$ cat config.mk
export PLATFORM = sky130hd
export DESIGN_NAME = axi_simple_master
export DESIGN_NICKNAME = d
export VERILOG_FILES = /design/src/rtl/ariane_axi_pkg.sv /design/src/rtl/axi_simple_master_pkg.sv /design/src/rtl/axi_simple_master.sv
export SDC_FILE = /design/constraint.sdc
export NUM_CORES = 1
export LEC_CHECK = 0
export CAP_MARGIN = 15
export CORE_AREA = 2 2 224 226
export CTS_CLUSTER_DIAMETER = 30
export CTS_CLUSTER_SIZE = 14
export DETAILED_ROUTE_END_ITERATION = 10
export DIE_AREA = 0 0 226 228
export HOLD_SLACK_MARGIN = 0.02
export PLACE_DENSITY_LB_ADDON = 0.05
export SLEW_MARGIN = 30
export SYNTH_ARGS = -nofsm -noshare
export SYNTH_HDL_FRONTEND = slang
export SYNTH_SLANG_ARGS = --single-unit
$ cat constraint.sdc
create_clock -name clk_i -period 2.7 [get_ports clk_i]
set_clock_uncertainty 0.2 [all_clocks]
set_input_delay 0.54 -clock clk_i [delete_from_list [all_inputs] [get_ports clk_i]]
set_output_delay 0.54 -clock clk_i [all_outputs]
set_load 0.01 [all_outputs]
$ cat src/rtl/ariane_axi_pkg.sv
// Local copy of the AXI4 request/response channel structs used by the core master port.
// Only the types needed by bring-up initiators are reproduced here.
package ariane_axi_pkg;

  localparam int unsigned IdWidth   = 4;
  localparam int unsigned AddrWidth = 64;
  localparam int unsigned DataWidth = 64;
  localparam int unsigned StrbWidth = DataWidth / 8;
  localparam int unsigned UserWidth = 1;

  typedef logic [IdWidth-1:0]   id_t;
  typedef logic [AddrWidth-1:0] addr_t;
  typedef logic [DataWidth-1:0] data_t;
  typedef logic [StrbWidth-1:0] strb_t;
  typedef logic [UserWidth-1:0] user_t;

  typedef struct packed {
    id_t        id;
    addr_t      addr;
    logic [7:0] len;
    logic [2:0] size;
    logic [1:0] burst;
    logic       lock;
    logic [3:0] cache;
    logic [2:0] prot;
    logic [3:0] qos;
    logic [3:0] region;
    logic [5:0] atop;
    user_t      user;
  } aw_chan_t;

  typedef struct packed {
    data_t data;
    strb_t strb;
    logic  last;
    user_t user;
  } w_chan_t;

  typedef struct packed {
    id_t        id;
    logic [1:0] resp;
    user_t      user;
  } b_chan_t;

  typedef struct packed {
    id_t        id;
    addr_t      addr;
    logic [7:0] len;
    logic [2:0] size;
    logic [1:0] burst;
    logic       lock;
    logic [3:0] cache;
    logic [2:0] prot;
    logic [3:0] qos;
    logic [3:0] region;
    user_t      user;
  } ar_chan_t;

  typedef struct packed {
    id_t        id;
    data_t      data;
    logic [1:0] resp;
    logic       last;
    user_t      user;
  } r_chan_t;

  typedef struct packed {
    aw_chan_t aw;
    logic     aw_valid;
    w_chan_t  w;
    logic     w_valid;
    logic     b_ready;
    ar_chan_t ar;
    logic     ar_valid;
    logic     r_ready;
  } m_req_t;

  typedef struct packed {
    logic    aw_ready;
    logic    ar_ready;
    logic    w_ready;
    logic    b_valid;
    b_chan_t b;
    logic    r_valid;
    r_chan_t r;
  } m_resp_t;

endpackage

$ cat src/rtl/axi_simple_master_pkg.sv
// Shared constants and FSM encoding for the single-outstanding AXI4 bring-up initiator.
package axi_simple_master_pkg;

  typedef enum logic [2:0] {
    IDLE,
    WRITE,
    WRESP,
    RADDR,
    RDATA,
    RSP
  } state_e;

  localparam int unsigned DataW   = 64;
  localparam int unsigned AxiSize = $clog2(DataW / 8);

  localparam logic [1:0] RespOkay   = 2'b00;
  localparam logic [1:0] RespExokay = 2'b01;
  localparam logic [1:0] RespSlverr = 2'b10;
  localparam logic [1:0] RespDecerr = 2'b11;

  localparam logic [1:0] BurstIncr = 2'b01;

  // Anything other than OKAY is reported as an error, EXOKAY included.
  function automatic logic resp_is_err(input logic [1:0] resp);
    logic err;
    case (resp)
      RespOkay:   err = 1'b0;
      RespExokay: err = 1'b1;
      RespSlverr: err = 1'b1;
      RespDecerr: err = 1'b1;
      default:    err = 1'b1;
    endcase
    return err;
  endfunction

endpackage

$ cat src/rtl/axi_simple_master.sv
// Single-outstanding AXI4 initiator: one valid/ready command becomes one single-beat
// AXI read or write, answered by one valid/ready response.
module axi_simple_master
  import axi_simple_master_pkg::*;
#(
  parameter int unsigned ADDR_W = 64,
  parameter int unsigned DATA_W = 64,
  parameter int unsigned AXI_ID = 0,
  parameter type         req_t  = ariane_axi_pkg::m_req_t,
  parameter type         resp_t = ariane_axi_pkg::m_resp_t
) (
  input  logic                clk_i,
  input  logic                arst_ni,
  input  logic                cmd_valid_i,
  output logic                cmd_ready_o,
  input  logic                cmd_we_i,
  input  logic [ADDR_W-1:0]   cmd_addr_i,
  input  logic [DATA_W-1:0]   cmd_wdata_i,
  input  logic [DATA_W/8-1:0] cmd_strb_i,
  output logic                rsp_valid_o,
  input  logic                rsp_ready_i,
  output logic [DATA_W-1:0]   rsp_rdata_o,
  output logic                rsp_err_o,
  output req_t                req_o,
  input  resp_t               resp_i
);

  localparam int unsigned OffW = $clog2(DATA_W / 8);
  localparam int unsigned IdW  = $bits(req_o.aw.id);
  localparam logic [ADDR_W-1:0] AddrMask = ~ADDR_W'((64'd1 << OffW) - 64'd1);

  state_e            state_q, state_d;
  req_t              req_q, req_d;
  logic              cmd_ready_q, cmd_ready_d;
  logic              rsp_valid_q, rsp_valid_d;
  logic [DATA_W-1:0] rsp_rdata_q, rsp_rdata_d;
  logic              rsp_err_q, rsp_err_d;
  logic              aw_done_q, aw_done_d;
  logic              w_done_q, w_done_d;

  logic aw_hs, w_hs, ar_hs, b_hs, r_hs;
  logic unused_resp;

  assign aw_hs = req_q.aw_valid & resp_i.aw_ready;
  assign w_hs  = req_q.w_valid & resp_i.w_ready;
  assign ar_hs = req_q.ar_valid & resp_i.ar_ready;
  assign b_hs  = resp_i.b_valid & req_q.b_ready;
  assign r_hs  = resp_i.r_valid & req_q.r_ready;

  // IDs, user bits and rlast carry no information for a single-beat, single-ID master.
  assign unused_resp = ^{resp_i.b.id, resp_i.b.user, resp_i.r.id, resp_i.r.last, resp_i.r.user};

  // Next-state and registered-output logic.
  always_comb begin
    state_d     = state_q;
    req_d       = req_q;
    cmd_ready_d = cmd_ready_q;
    rsp_valid_d = rsp_valid_q;
    rsp_rdata_d = rsp_rdata_q;
    rsp_err_d   = rsp_err_q;
    aw_done_d   = aw_done_q;
    w_done_d    = w_done_q;

    case (state_q)
      IDLE: begin
        cmd_ready_d = 1'b1;
        if (cmd_valid_i && cmd_ready_q) begin
          cmd_ready_d = 1'b0;
          aw_done_d   = 1'b0;
          w_done_d    = 1'b0;
          if (cmd_we_i) begin
            req_d.aw       = '0;
            req_d.aw.id    = IdW'(AXI_ID);
            req_d.aw.addr  = cmd_addr_i & AddrMask;
            req_d.aw.size  = 3'(AxiSize);
            req_d.aw.burst = BurstIncr;
            req_d.w        = '0;
            req_d.w.data   = cmd_wdata_i;
            req_d.w.strb   = cmd_strb_i;
            req_d.w.last   = 1'b1;
            req_d.aw_valid = 1'b1;
            req_d.w_valid  = 1'b1;
            state_d        = WRITE;
          end else begin
            req_d.ar       = '0;
            req_d.ar.id    = IdW'(AXI_ID);
            req_d.ar.addr  = cmd_addr_i & AddrMask;
            req_d.ar.size  = 3'(AxiSize);
            req_d.ar.burst = BurstIncr;
            req_d.ar_valid = 1'b1;
            state_d        = RADDR;
          end
        end
      end

      // AW and W complete independently; each valid drops right after its own handshake.
      WRITE: begin
        if (aw_hs) begin
          req_d.aw_valid = 1'b0;
          aw_done_d      = 1'b1;
        end
        if (w_hs) begin
          req_d.w_valid = 1'b0;
          w_done_d      = 1'b1;
        end
        if ((aw_done_q || aw_hs) && (w_done_q || w_hs)) begin
          req_d.b_ready = 1'b1;
          state_d       = WRESP;
        end
      end

      WRESP: begin
        if (b_hs) begin
          req_d.b_ready = 1'b0;
          rsp_err_d     = resp_is_err(resp_i.b.resp);
          rsp_rdata_d   = '0;
          rsp_valid_d   = 1'b1;
          state_d       = RSP;
        end
      end

      RADDR: begin
        if (ar_hs) begin
          req_d.ar_valid = 1'b0;
          req_d.r_ready  = 1'b1;
          state_d        = RDATA;
        end
      end

      RDATA: begin
        if (r_hs) begin
          req_d.r_ready = 1'b0;
          rsp_err_d     = resp_is_err(resp_i.r.resp);
          rsp_rdata_d   = resp_i.r.data;
          rsp_valid_d   = 1'b1;
          state_d       = RSP;
        end
      end

      RSP: begin
        if (rsp_ready_i) begin
          rsp_valid_d = 1'b0;
          cmd_ready_d = 1'b1;
          state_d     = IDLE;
        end
      end

      default: begin
        state_d     = IDLE;
        req_d       = '0;
        cmd_ready_d = 1'b0;
        rsp_valid_d = 1'b0;
      end
    endcase
  end

  // State and output registers.
  always_ff @(posedge clk_i or negedge arst_ni) begin
    if (!arst_ni) begin
      state_q     <= IDLE;
      req_q       <= '0;
      cmd_ready_q <= 1'b0;
      rsp_valid_q <= 1'b0;
      rsp_rdata_q <= '0;
      rsp_err_q   <= 1'b0;
      aw_done_q   <= 1'b0;
      w_done_q    <= 1'b0;
    end else begin
      state_q     <= state_d;
      req_q       <= req_d;
      cmd_ready_q <= cmd_ready_d;
      rsp_valid_q <= rsp_valid_d;
      rsp_rdata_q <= rsp_rdata_d;
      rsp_err_q   <= rsp_err_d;
      aw_done_q   <= aw_done_d;
      w_done_q    <= w_done_d;
    end
  end

  assign req_o       = req_q;
  assign cmd_ready_o = cmd_ready_q;
  assign rsp_valid_o = rsp_valid_q;
  assign rsp_rdata_o = rsp_rdata_q;
  assign rsp_err_o   = rsp_err_q;

endmodule

==> results.py <==
metrics = {
    "sta": {
        "hold_ws_ps": 272,
        "finalCriticalPeriod_ps": 2500,
        "fmax_mhz": 399,
        "hold_viol": 0,
        "setup_tns_ps": 0,
        "maxSlewHeadroom_pct": 39.1,
        "setup_ws_ps": 197,
        "post-route-period-util_pct": 92.7,
        "final_max_slew_viol_count": 0,
        "tightest_slew_ps": 914,
        "grt_setup_unrepaired": "no",
        "setup_viol": 0,
    },
    "placement": {
        "gp_congestion": 0.731,
        "dpl.hpwl_um": 27600,
        "dpl_cell_area_mm2": 0.0172,
        "portBuffers": 483,
        "pre_cts_ws_ps": 155,
        "dp_cells": 2073,
    },
    "setup_path": {
        "arrival_ps": 1760,
        "path_cells": "clkdlybuf4s50_1",
        "end_kind": "primary output",
        "startpoint_type": "flip-flop",
        "worst-path-buf-inv": 1,
        "crit_type": "flip-flop to primary output",
        "reg2reg_slack_ps": 240,
        "critPathMaxStageDelay_ps": 690,
        "path_max_fanout": 7,
        "required_ps": 1960,
        "cp_slowest_cell": "clkdlybuf4s50_1",
        "cp_top_family": "buffers and inverters",
    },
    "pwr": {
        "p_per_area_mw_per_mm2": 708,
        "total_power_mw": 14.2,
        "leakagePower_nw": 9.27,
        "peakVddDrop_v": 0.000364,
    },
    "layout": {
        "fin_cells": 2226,
        "drive_gt1_share_pct": 15.1,
        "nNetsFinal": 1714,
        "synthToLayoutAreaGrowth_pct": 70.8,
        "final_util_pct": 40.6,
        "final_area_mm2": 0.0200,
        "final_cell_mix": "clkdlybuf4s50_1 (482), dfrtp_1 (273), clkbuf_16 (88)",
        "final_common_cell": "clkdlybuf4s50_1",
    },
    "synth": {
        "synthDistinctLibCells": 43,
        "ys_seq_area_share_pct": 58.2,
        "syn_area_mm2": 0.0117,
        "synth_top_area_cell": "dfrtp_1",
        "yosysWarnings": 0,
        "synth_top_area_share_pct": 58.2,
        "synthArstFlopShare_pct": 100,
        "ys_seq_elements": 273,
        "synthTopCellsByArea": "dfrtp_1 (58%), mux2_2 (6.0%), mux2_1 (5.8%)",
        "avgSynthCellArea_um2": 12.2,
        "synth_edf_count": 0,
        "syn_inst": 966,
        "ys.flop_type": "dfrtp_1",
    },
    "grt": {
        "grt_pass1_wl_um": 61300,
        "grt_max_degree": 74,
        "grt_pass1_vias": 9753,
        "grt_antenna_before_repair": 4,
        "grt_usage_pct": 15.8,
        "overflow": 0,
    },
    "flow_run": {
        "maxCapViolCount": 0,
    },
    "clock_network": {
        "cts_tree": "yes",
        "clock-sinks": 273,
        "cts_setup_buffers": 0,
        "clk_latency_ps": 570,
        "cts_root_buf": "clkbuf_16",
        "path_clk_slew_ps": 40,
        "cts_buffer_depth": 3,
        "htree_levels": 3,
        "numCtsBuffers": 85,
    },
    "routing": {
        "drt_wl_total_um": 41200,
        "vias": 9290,
        "routed_via_density": 4.17,
        "avgRoutedWirePerCell_um": 18.5,
        "ant_nets": 0,
        "first_iter_violations": 399,
        "firstDrtPassIters": 4,
        "drc": 0,
    },
    "floorplanning": {
        "die_h_um": 228,
        "start_util_pct": 23.8,
        "die_w_um": 226,
        "core_mm2": 0.0493,
        "ios": 573,
        "std_cell_rows": 82,
        "dieArea_mm2": 0.0515,
    },
    "worst_hold_path": {
        "hold_class": "input pin to async pin",
    },
    "run_status": {
        "status": "finished clean",
    },
}
worst paths after layout:
check | from | end | cells past startpoint
max | cmd_ready_o$_DFFE_PN0P_ | cmd_ready_o | 1
min | arst_ni | req_o[60]$_DFFE_PN0P_ | 2
max reg2reg | state_q[2]$_DFFE_PN0P_ | req_o[123]$_DFFE_PN0P_ | 5
min reg2reg | req_o[67]$_DFFE_PN0P_ | req_o[67]$_DFFE_PN0P_ | 1
max in group asynchronous | arst_ni | req_o[87]$_DFFE_PN0P_ | 3
min in group clk_i | req_o[67]$_DFFE_PN0P_ | req_o[67]$_DFFE_PN0P_ | 1
synth_stat cells, drive strengths merged (2+ instances only):
cell type / n
dfrtp: 273
mux2: 123
buf: 96
o21ai: 80
inv: 75
o211ai: 74
a22o: 67
and2: 61
clkbuf: 54
nand2: 10
nand3: 7
nor2: 7
nor3: 4
a21oi: 3
a31oi: 3
nor2b: 3
or2: 3
a211oi: 2
a221oi: 2
a2bb2oi: 2
and4b: 2
cells by family (layout without fill, tap and decap cells):
| logic type | count (synthesis) | after routing | share of synthesized area (%) |
|---|---|---|---|
| flops | 273 | 273 | 58.2 |
| compound gates | 241 | 241 | 14.6 |
| buf+inv | 225 | 737 | 10.2 |
| mux | 124 | 124 | 11.9 |
| simple gates | 102 | 102 | 5.11 |
| other cells | 1 | 77 | 0.0319 |
sequential cells by signal (all words and copies together), names as in the netlist:
name	cells
aw_done_q	1
rsp_err_o	1
rsp_valid_o	1
w_done_q	1
cmd_ready_o	1
state_q	3
rsp_rdata_o	64
req_o	201
cell type report:
cell class	count	area, µm²
Timing Repair Buffer	512	5240
Antenna cell	2	5.00
Inverter	75	282
Clock buffer	125	2520
Sequential cell	273	6830
Fill cell	4796	29300
Multi-Input combinational cell	542	4020
Clock inverter	25	305
Tap cell	672	841
metal layers:
metal	track usage [%]	share of wire, %	vias up
met5	0	0.039	-
met3	6.49	9.2	68
li1	-	-	4299
met2	24.9	47	374
met4	6.58	2.5	2
met1	18.9	41	4547
where the power goes:
group | internal [mW] | switching (mW) | total [mW]
Combinational | 0.288 | 0.196 | 0.484
Clock | 6.91 | 2.69 | 9.60
Sequential | 4.11 | 0 | 4.11
Total | 11.3 | 2.89 | 14.2
what timing repair did:
action	4_1_cts	5_1_grt
endpoints found under the hold margin	40	0
hold buffers	1	0
endpoints found under the setup margin	0	0
resized for setup	0	0
Note: power is estimated with default switching activity, not from simulation.
